## config.mk

```make
export PLATFORM = sky130hd
export DESIGN_NAME = jalu_seq
export DESIGN_NICKNAME = d
export VERILOG_FILES = /design/src/rtl/jalu_seq.sv
export SDC_FILE = /design/constraint.sdc
export NUM_CORES = 1
export LEC_CHECK = 0
export BUFFER_PORTS_ARGS = -buffer_cell sky130_fd_sc_hd__buf_2
export CORE_ASPECT_RATIO = 0.9
export CORE_MARGIN = 2
export CORE_UTILIZATION = 40
export DETAILED_ROUTE_END_ITERATION = 10
export PLACE_DENSITY = 0.65
export SLEW_MARGIN = 20
export SYNTH_ARGS = -nofsm -noshare
export SYNTH_HDL_FRONTEND = slang
export SYNTH_SLANG_ARGS = --single-unit
```

## constraint.sdc

```tcl
create_clock -name clk -period 1.8 [get_ports clk]
set_clock_uncertainty 0.05 [all_clocks]
set_input_delay 0.18 -clock clk [delete_from_list [all_inputs] [get_ports clk]]
set_output_delay 0.18 -clock clk [all_outputs]
set_load 0.02 [all_outputs]
```

## src/rtl/jalu_seq.sv

```systemverilog
// ----------------------------------------------------------------------------
// jalu_seq -- multi-byte sequencer for the 8-bit ALU datapath.
//
// Runs one ALU operation over an operand of 1..MAXB bytes, one byte per
// clock. It picks the byte order for the operation, chains the carry/shift
// bit from byte to byte, folds the per-byte compare results into a
// word-level compare, strobes result write-back, and latches the final flags.
//
// Ports
//   clk, reset            clock; synchronous active-high reset
//   start, op, len, ci    operation request (start sampled only while ready)
//   alu_op, alu_ci, idx   drive to the ALU and the byte-addressed operand regs
//   alu_co/eq/al/z        per-byte ALU results (combinational from idx)
//   wr_en                 write ALU result byte to result[idx] this cycle
//   ready, done           idle indicator / one-cycle completion pulse
//   f_co/f_eq/f_al/f_z    final flags, valid from done until the next op ends
// ----------------------------------------------------------------------------
module jalu_seq #(
   parameter int MAXB = 4,
   parameter int IW   = 2
) (
   input  logic          clk,
   input  logic          reset,
   input  logic          start,
   input  logic [2:0]    op,
   input  logic [IW-1:0] len,
   input  logic          ci,
   output logic [2:0]    alu_op,
   output logic          alu_ci,
   output logic [IW-1:0] idx,
   input  logic          alu_co,
   input  logic          alu_eq,
   input  logic          alu_al,
   input  logic          alu_z,
   output logic          wr_en,
   output logic          ready,
   output logic          done,
   output logic          f_co,
   output logic          f_eq,
   output logic          f_al,
   output logic          f_z
);

   // The byte index must exactly cover the operand length.
   if (MAXB != (1 << IW)) begin : g_bad_param
      $error("jalu_seq: MAXB must equal 2**IW");
   end

   localparam logic [2:0] OP_ADD = 3'b000;
   localparam logic [2:0] OP_SHR = 3'b001;
   localparam logic [2:0] OP_SHL = 3'b010;
   localparam logic [2:0] OP_CMP = 3'b111;

   typedef enum logic [1:0] {
      S_IDLE = 2'b00,
      S_RUN  = 2'b01,
      S_FIN  = 2'b10
   } state_t;

   state_t        state_q;
   logic [2:0]    op_q;
   logic [IW-1:0] cnt_q;       // bytes remaining after the current one
   logic [IW-1:0] idx_q;
   logic          alu_ci_q;
   logic          eq_acc_q;
   logic          al_acc_q;
   logic          z_acc_q;
   logic          wr_en_q;
   logic          ready_q;
   logic          done_q;
   logic          f_co_q;
   logic          f_eq_q;
   logic          f_al_q;
   logic          f_z_q;

   logic          chained_s;     // running op passes a bit between bytes
   logic          desc_s;        // running op walks from LSB byte upward
   logic          is_cmp_s;
   logic          start_chain_s; // same decisions for the op being started
   logic          start_desc_s;
   logic          last_s;
   logic [IW-1:0] idx_d;
   logic          eq_acc_d;
   logic          al_acc_d;
   logic          z_acc_d;

   // Per-byte decode and accumulator next values.
   always_comb begin
      chained_s     = (op_q == OP_ADD) || (op_q == OP_SHR) || (op_q == OP_SHL);
      desc_s        = (op_q == OP_ADD) || (op_q == OP_SHL);
      is_cmp_s      = (op_q == OP_CMP);
      start_chain_s = (op == OP_ADD) || (op == OP_SHR) || (op == OP_SHL);
      start_desc_s  = (op == OP_ADD) || (op == OP_SHL);
      last_s        = (cnt_q == '0);
      if (desc_s) begin
         idx_d = idx_q - 1'b1;
      end else begin
         idx_d = idx_q + 1'b1;
      end
      // The a-larger verdict is taken from the first (most significant)
      // differing byte; once bytes differ, later bytes cannot change it.
      eq_acc_d = eq_acc_q & alu_eq;
      if (eq_acc_q) begin
         al_acc_d = alu_al;
      end else begin
         al_acc_d = al_acc_q;
      end
      z_acc_d = z_acc_q & alu_z;
   end

   // Sequencer FSM with registered outputs.
   always_ff @(posedge clk) begin
      if (reset) begin
         state_q  <= S_IDLE;
         op_q     <= 3'b000;
         cnt_q    <= '0;
         idx_q    <= '0;
         alu_ci_q <= 1'b0;
         eq_acc_q <= 1'b1;
         al_acc_q <= 1'b0;
         z_acc_q  <= 1'b1;
         wr_en_q  <= 1'b0;
         ready_q  <= 1'b1;
         done_q   <= 1'b0;
         f_co_q   <= 1'b0;
         f_eq_q   <= 1'b0;
         f_al_q   <= 1'b0;
         f_z_q    <= 1'b0;
      end else begin
         case (state_q)
            S_IDLE: begin
               done_q <= 1'b0;
               if (start) begin
                  op_q     <= op;
                  cnt_q    <= len;
                  idx_q    <= start_desc_s ? len : '0;
                  alu_ci_q <= start_chain_s ? ci : 1'b0;
                  eq_acc_q <= 1'b1;
                  al_acc_q <= 1'b0;
                  z_acc_q  <= 1'b1;
                  wr_en_q  <= (op != OP_CMP);
                  ready_q  <= 1'b0;
                  state_q  <= S_RUN;
               end else begin
                  ready_q  <= 1'b1;
               end
            end
            S_RUN: begin
               eq_acc_q <= eq_acc_d;
               al_acc_q <= al_acc_d;
               z_acc_q  <= z_acc_d;
               alu_ci_q <= chained_s ? alu_co : 1'b0;
               if (last_s) begin
                  // Final byte: flags come from this byte's live ALU outputs.
                  wr_en_q <= 1'b0;
                  done_q  <= 1'b1;
                  f_co_q  <= chained_s ? alu_co : 1'b0;
                  f_eq_q  <= is_cmp_s ? eq_acc_d : 1'b0;
                  f_al_q  <= is_cmp_s ? al_acc_d : 1'b0;
                  f_z_q   <= z_acc_d;
                  state_q <= S_FIN;
               end else begin
                  idx_q   <= idx_d;
                  cnt_q   <= cnt_q - 1'b1;
               end
            end
            S_FIN: begin
               done_q  <= 1'b0;
               ready_q <= 1'b1;
               state_q <= S_IDLE;
            end
            default: begin
               wr_en_q <= 1'b0;
               done_q  <= 1'b0;
               ready_q <= 1'b1;
               state_q <= S_IDLE;
            end
         endcase
      end
   end

   assign alu_op = op_q;
   assign alu_ci = alu_ci_q;
   assign idx    = idx_q;
   assign wr_en  = wr_en_q;
   assign ready  = ready_q;
   assign done   = done_q;
   assign f_co   = f_co_q;
   assign f_eq   = f_eq_q;
   assign f_al   = f_al_q;
   assign f_z    = f_z_q;

endmodule
```

==> out/results.ini, run 1 <==
[worst_hold_path]
hp-start = op[1]
hold_path_class = in2reg
hold_depth = 3

[placed_design]
dp_worst_setup_slack_ns = 0.312
dp_cells = 156
port_buffers = 25
dpl.hpwl_um = 1430
gp_congestion = 0.748

[logic_synthesis]
synth.top_cell.area_share = 0.435
netlist_area_sq_um = 920
synth_warnings = 0
synth_flop_cell = dfxtp_1
ys_async_sr_fraction = 0
synth_top_area_cell = dfxtp_1
synth-seq-cells = 20
syn-mean-instance-area_sq_um = 8.59
yosysUniqueCellTypes = 29
synthCells = 107
yosys-top-cells-area = dfxtp_1 44%, nand2b_1 5.4%, nor2_1 5.3%, a21oi_1 4.9%, mux2i_1 4.4%
synth_edf_count = 0
ys_seq_area_frac = 0.435
synth_nets = 121

[cts]
cts_htree_levels = 1
hold_buffers = 0
clk_latency_ns = 0.30
cts_tree = built
cts_setup_buffers = 0
root_buffer = clkbuf_4
cts.sinks = 20
cts_max_path_buffers = 2
clk_pin_slew_ns = 0.11
cts_resized = 0
numCtsBuffers = 3

[worst_setup_path]
startpoint = cnt_q[0]
r2r_cells = 6
startpoint_type = flop
arrival_ns = 1.68
cp-end-kind = flop
cp.required_ns = 1.95
crit_fanout = 9
r2r-start = cnt_q[0]
critPathKind = reg2reg

[layout]
diodes = 0
layout-area-overhead-vs-synth_pct = 18.5
drive_gt1_frac = 0.258
fin_cells = 159
final_cell_mix = 25 x buf_2, 20 x dfxtp_1, 13 x nor2_1
nNetsFinal = 148
layout_commonest_cell = buf_2

[sta]
min_period_ns = 1.52
finalSetupViolCount = 0
fmax_mhz = 656
hold_violations = 0
tns_ns = 0
worst_slew_pin_slew_ns = 0.538
hold_ws_ns = 0.0957
max_slew_margin = 0.641
period_share = 0.847
slew_violations = 0
rsz0062_at_grt = false
setup_slack_ns = 0.276

[floorplanning]
die_h_um = 49.5
rows = 16
start_util = 0.421
die_area_sq_mm = 0.00270
design.core.area_sq_mm = 0.00218
num_io_pins = 26
die_w_um = 54.5

[run]
max_cap_violations = 0

[power]
p_total_w = 0.000938
p_clk_frac = 0.224
internal_power_w = 0.000651
swShare = 0.306
power_density_mw_per_mm2 = 861
p_comb_frac = 0.243
seqPwrFrac = 0.533
switchingPower_w = 0.000287
max-vdd-ir-drop_mv = 0.461
leakagePower_nw = 0.470

[global_routing]
grt_pass1_vias = 735
busiest_layer = met2
grt_use_met3 = 0.0303
grt_use_total = 0.158
overflow = 0
grt_use_met2 = 0.239
grt_pass1_wl_um = 3170
grt_max_degree = 21
antenna_found_initial = 0
grt_use_met1 = 0.216

[routing]
initialDrtViolationCount = 19
drt-total-wl_um = 1930
wl_per_cell_um = 12.2
drc_errors = 0
vias_per_cell = 5.30
first_pass_iters = 4
ant_nets = 0
via_count = 843

[run_status]
outcome = completed

[sequential cells by signal (all words and copies together) (netlist names)]
| signal | flops |
|---|---|
| alu_op | 3 |
| cnt_q | 2 |
| idx | 2 |
| state_q | 2 |
| al_acc_q | 1 |
| alu_ci | 1 |
| done | 1 |
| eq_acc_q | 1 |
| f_al | 1 |
| f_co | 1 |
| f_eq | 1 |
| f_z | 1 |
| ready | 1 |
| wr_en | 1 |
| z_acc_q | 1 |
[per-stage QoR]
step,area [sq um],utilization
finish,1090,0.499
global route,1090,0.499
CTS,1090,0.499
detailed placement,1070,0.489
global placement,1070,0.489
floorplan,920,-
[cell usage after synthesis (3+ instances only)]
master / n
nor2_1: 13
buf_2: 3
a211oi_1: 4
o21ai_0: 6
nand3_1: 3
inv_1: 4
mux2i_1: 4
nand2_1: 9
dfxtp_1: 20
a21oi_1: 9
nor2b_1: 3
nand2b_1: 8
[worst max-delay path, cell delays in order, from the launching register on]
cell,delay (ns)
dfxtp_1,0.35
inv_1,0.05
ha_1,0.19
nand2b_1,0.18
a21oi_4,0.27
nor2_1,0.07
a311oi_1,0.27
[final timing paths]
check,to,slack (ns)
min reg2reg,f_al,0.40
min,alu_op[1],0.1
max reg2reg,idx[1],0.28
max,idx[1],0.28
[layer usage]
metal,wire (um),part of all wire
met3,119,0.062
met4,21,0.011
met5,0,0
met2,866,0.45
met1,927,0.48
[cell type report]
cell class / instances / area, sq um
Fill cell: 225 / 1090
Multi-Input combinational cell: 77 / 470
Sequential cell: 20 / 400
Timing Repair Buffer: 28 / 148
Tap cell: 27 / 33.8
Clock buffer: 3 / 22.5
Inverter: 4 / 15.0
[power groups by stage]
stage	clock network (W)	registers (W)	logic [W]
3_5_place_dp	0	0.000510	0.000228
5_1_grt	0.000236	0.000504	0.000255
2_1_floorplan	0	0.000528	0.000144
6_report	0.000210	0.000500	0.000228
3_3_place_gp	0	0.000509	0.000225
4_1_cts	0.000214	0.000500	0.000230
[cell families (layout without fill, tap and decap cells)]
logic type                 Yosys count  after routing  synth area share
and+or+nand+nor                     43             43             0.237
xor gates and xnor gates             2              2            0.0191
buffers and inverters               10             35            0.0531
DFF                                 20             20             0.435
adders and majority gates            1              1            0.0136
AOI/OAI and AO/OA                   27             27             0.199
muxes                                4              4            0.0435
(Power assumes the default switching activity.)
==> run 2, diff against run 1 <==
--- a/config.mk
+++ b/config.mk
@@ -10,7 +10,7 @@
 export CORE_MARGIN = 2
 export CORE_UTILIZATION = 40
 export DETAILED_ROUTE_END_ITERATION = 10
-export PLACE_DENSITY = 0.65
+export PLACE_DENSITY = 0.67
 export SLEW_MARGIN = 20
 export SYNTH_ARGS = -nofsm -noshare
 export SYNTH_HDL_FRONTEND = slang
==> constraint.sdc (replaced) <==
create_clock -name clk -period 1.3 [get_ports clk]
set_clock_uncertainty 0.05 [all_clocks]
set_input_delay 0.13 -clock clk [delete_from_list [all_inputs] [get_ports clk]]
set_output_delay 0.13 -clock clk [all_outputs]
set_load 0.02 [all_outputs]
==> out/results.ini, run 2 (synthesized netlist as in run 1, its figures left out) <==
[worst_hold_path]
hold_depth = 3
hold_path_class = in2reg

[cts]
root_buffer = clkbuf_4
cts_tree = built
cts.sinks = 20
hold_buffers = 0
clk_pin_slew_ns = 0.11
clk_latency_ns = 0.29
cts_htree_levels = 1
numCtsBuffers = 3
cts_max_path_buffers = 2

[global_routing]
overflow = 0
grt_use_total = 0.185
grt_pass1_wl_um = 3640
grt_pass1_vias = 864
grt_max_degree = 21
antenna_found_initial = 0

[layout]
fill_cells = 199
largest_register_ff_count = 3
nNetsFinal = 163
final_cell_mix = 25 x buf_2, 16 x dfxtp_1, 13 x nor2_1, 13 x buf_4
layout-area-overhead-vs-synth_pct = 40.3
layout_commonest_cell = buf_2
final_cell_area_sq_mm = 0.00129
diodes = 0
drive_gt1_frac = 0.426

[routing]
vias_per_cell = 5.27
initialDrtViolationCount = 37
via_count = 923
ant_nets = 0
drc_errors = 0
drt-total-wl_um = 2180
wl_per_cell_um = 12.4
first_pass_iters = 4

[worst_setup_path]
cp_cell_sequence = inv_2 -> ha_4 -> nand2b_4 -> a21oi_4 -> buf_6 -> buf_6 -> a311oi_1
crit_top_cell = buf_6
cp.required_ns = 1.43
path_depth = 7
cp_slowest_cell = dfxtp_2
r2r-start = cnt_q[0]
critPathKind = reg2reg
cpPeakStageDelay_ns = 0.35
r2r_slack_ns = -0.07
cp_num_buf_inv = 3
startpoint = cnt_q[0]
crit_fanout = 6
r2r_cells = 7
path_delay_family = flip-flops
cp-end-kind = flop
rr_endpoint = idx[1]
startpoint_type = flop
endpoint = idx[1]
arrival_ns = 1.50

[power]
power_density_mw_per_mm2 = 1170
swShare = 0.293
max-vdd-ir-drop_mv = 0.877
switchingPower_w = 0.000440
leakagePower_nw = 0.576
internal_power_w = 0.00106
p_comb_frac = 0.299
p_clk_frac = 0.236
seqPwrFrac = 0.465

[placed_design]
port_buffers = 25
dpl_cell_area_sq_mm = 0.00116
dpl.hpwl_um = 1540
gp_congestion = 0.766

[run]
max_cap_violations = 0

[sta]
worst_slew_pin_slew_ns = 0.362
hold_violations = 0
max_slew_margin = 0.759
hold_ws_ns = 0.0620
period_share = 1.05
setup_slack_ns = -0.0687
slew_violations = 0
fmax_mhz = 731
tns_ns = -0.180
min_period_ns = 1.37
rsz0062_at_grt = true
finalSetupViolCount = 3

[floorplanning]
start_util = 0.421
num_io_pins = 26
die_h_um = 49.5
design.core.area_sq_mm = 0.00218
die_area_sq_mm = 0.00270
rows = 16
die_w_um = 54.5

[run_status]
violations = setup timing
outcome = finished with violations

-- run 2: cell type report --
class	instances	area, sq um	area share
clock buffer	4	36.3	0.0281
timing repair buffer	43	279	0.216
multi-input combinational	77	515	0.400
inverter	4	15.0	0.0116
sequential	20	410	0.318
tap	27	33.8	0.0262
-- run 2: per-layer routing --
metal / GRT usage / vias up / wire length, um
met2: 0.293 / 36 / 1070
li1: - / 453 / -
met4: 0.0500 / 0 / 19
met5: 0 / - / 0
met3: 0.0667 / 2 / 181
met1: 0.232 / 432 / 908
-- run 2: power by group through the flow --
stage	combinational (W)	clock, W	sequential, W
3_3_place_gp	0.000374	0	0.000706
3_5_place_dp	0.000384	0	0.000706
5_1_grt	0.000491	0.000400	0.000707
6_report	0.000450	0.000354	0.000699
4_1_cts	0.000424	0.000368	0.000696
2_1_floorplan	0.000220	0	0.000732
-- run 2: what timing repair did --
item / 4_1_cts / 5_1_grt
buffers inserted: 5 / 1
setup endpoints to repair: 7 / 13
pin swaps: 4 / 6
gates resized for setup: 9 / 12
-- run 2: tightest hold or removal path, stage by stage --
cell     delay (ns)
buf_2          0.10
mux2i_1        0.07
nor2_1         0.08
-- run 2: worst min path at each step --
stage,start,slack [ns],end
floorplan,op[0],0.23,alu_op[0]
global placement,op[1],0.35,alu_op[1]
detailed placement,op[1],0.37,alu_op[1]
CTS,op[1],0.05,alu_op[1]
global route,len[1],0.05,idx[1]
finish,op[1],0.06,alu_op[1]
-- run 2: stage by stage --
stage	worst slack [ns]	util	instances	total power [W]
4_1_cts	-0.0716	0.571	174	0.00149
5_1_grt	-0.139	0.591	175	0.00160
6_report	-0.0687	0.591	175	0.00150
3_5_place_dp	-0.114	0.530	165	0.00109
2_1_floorplan	-0.0345	-	107	0.000952
3_3_place_gp	-0.0702	0.530	165	0.00108
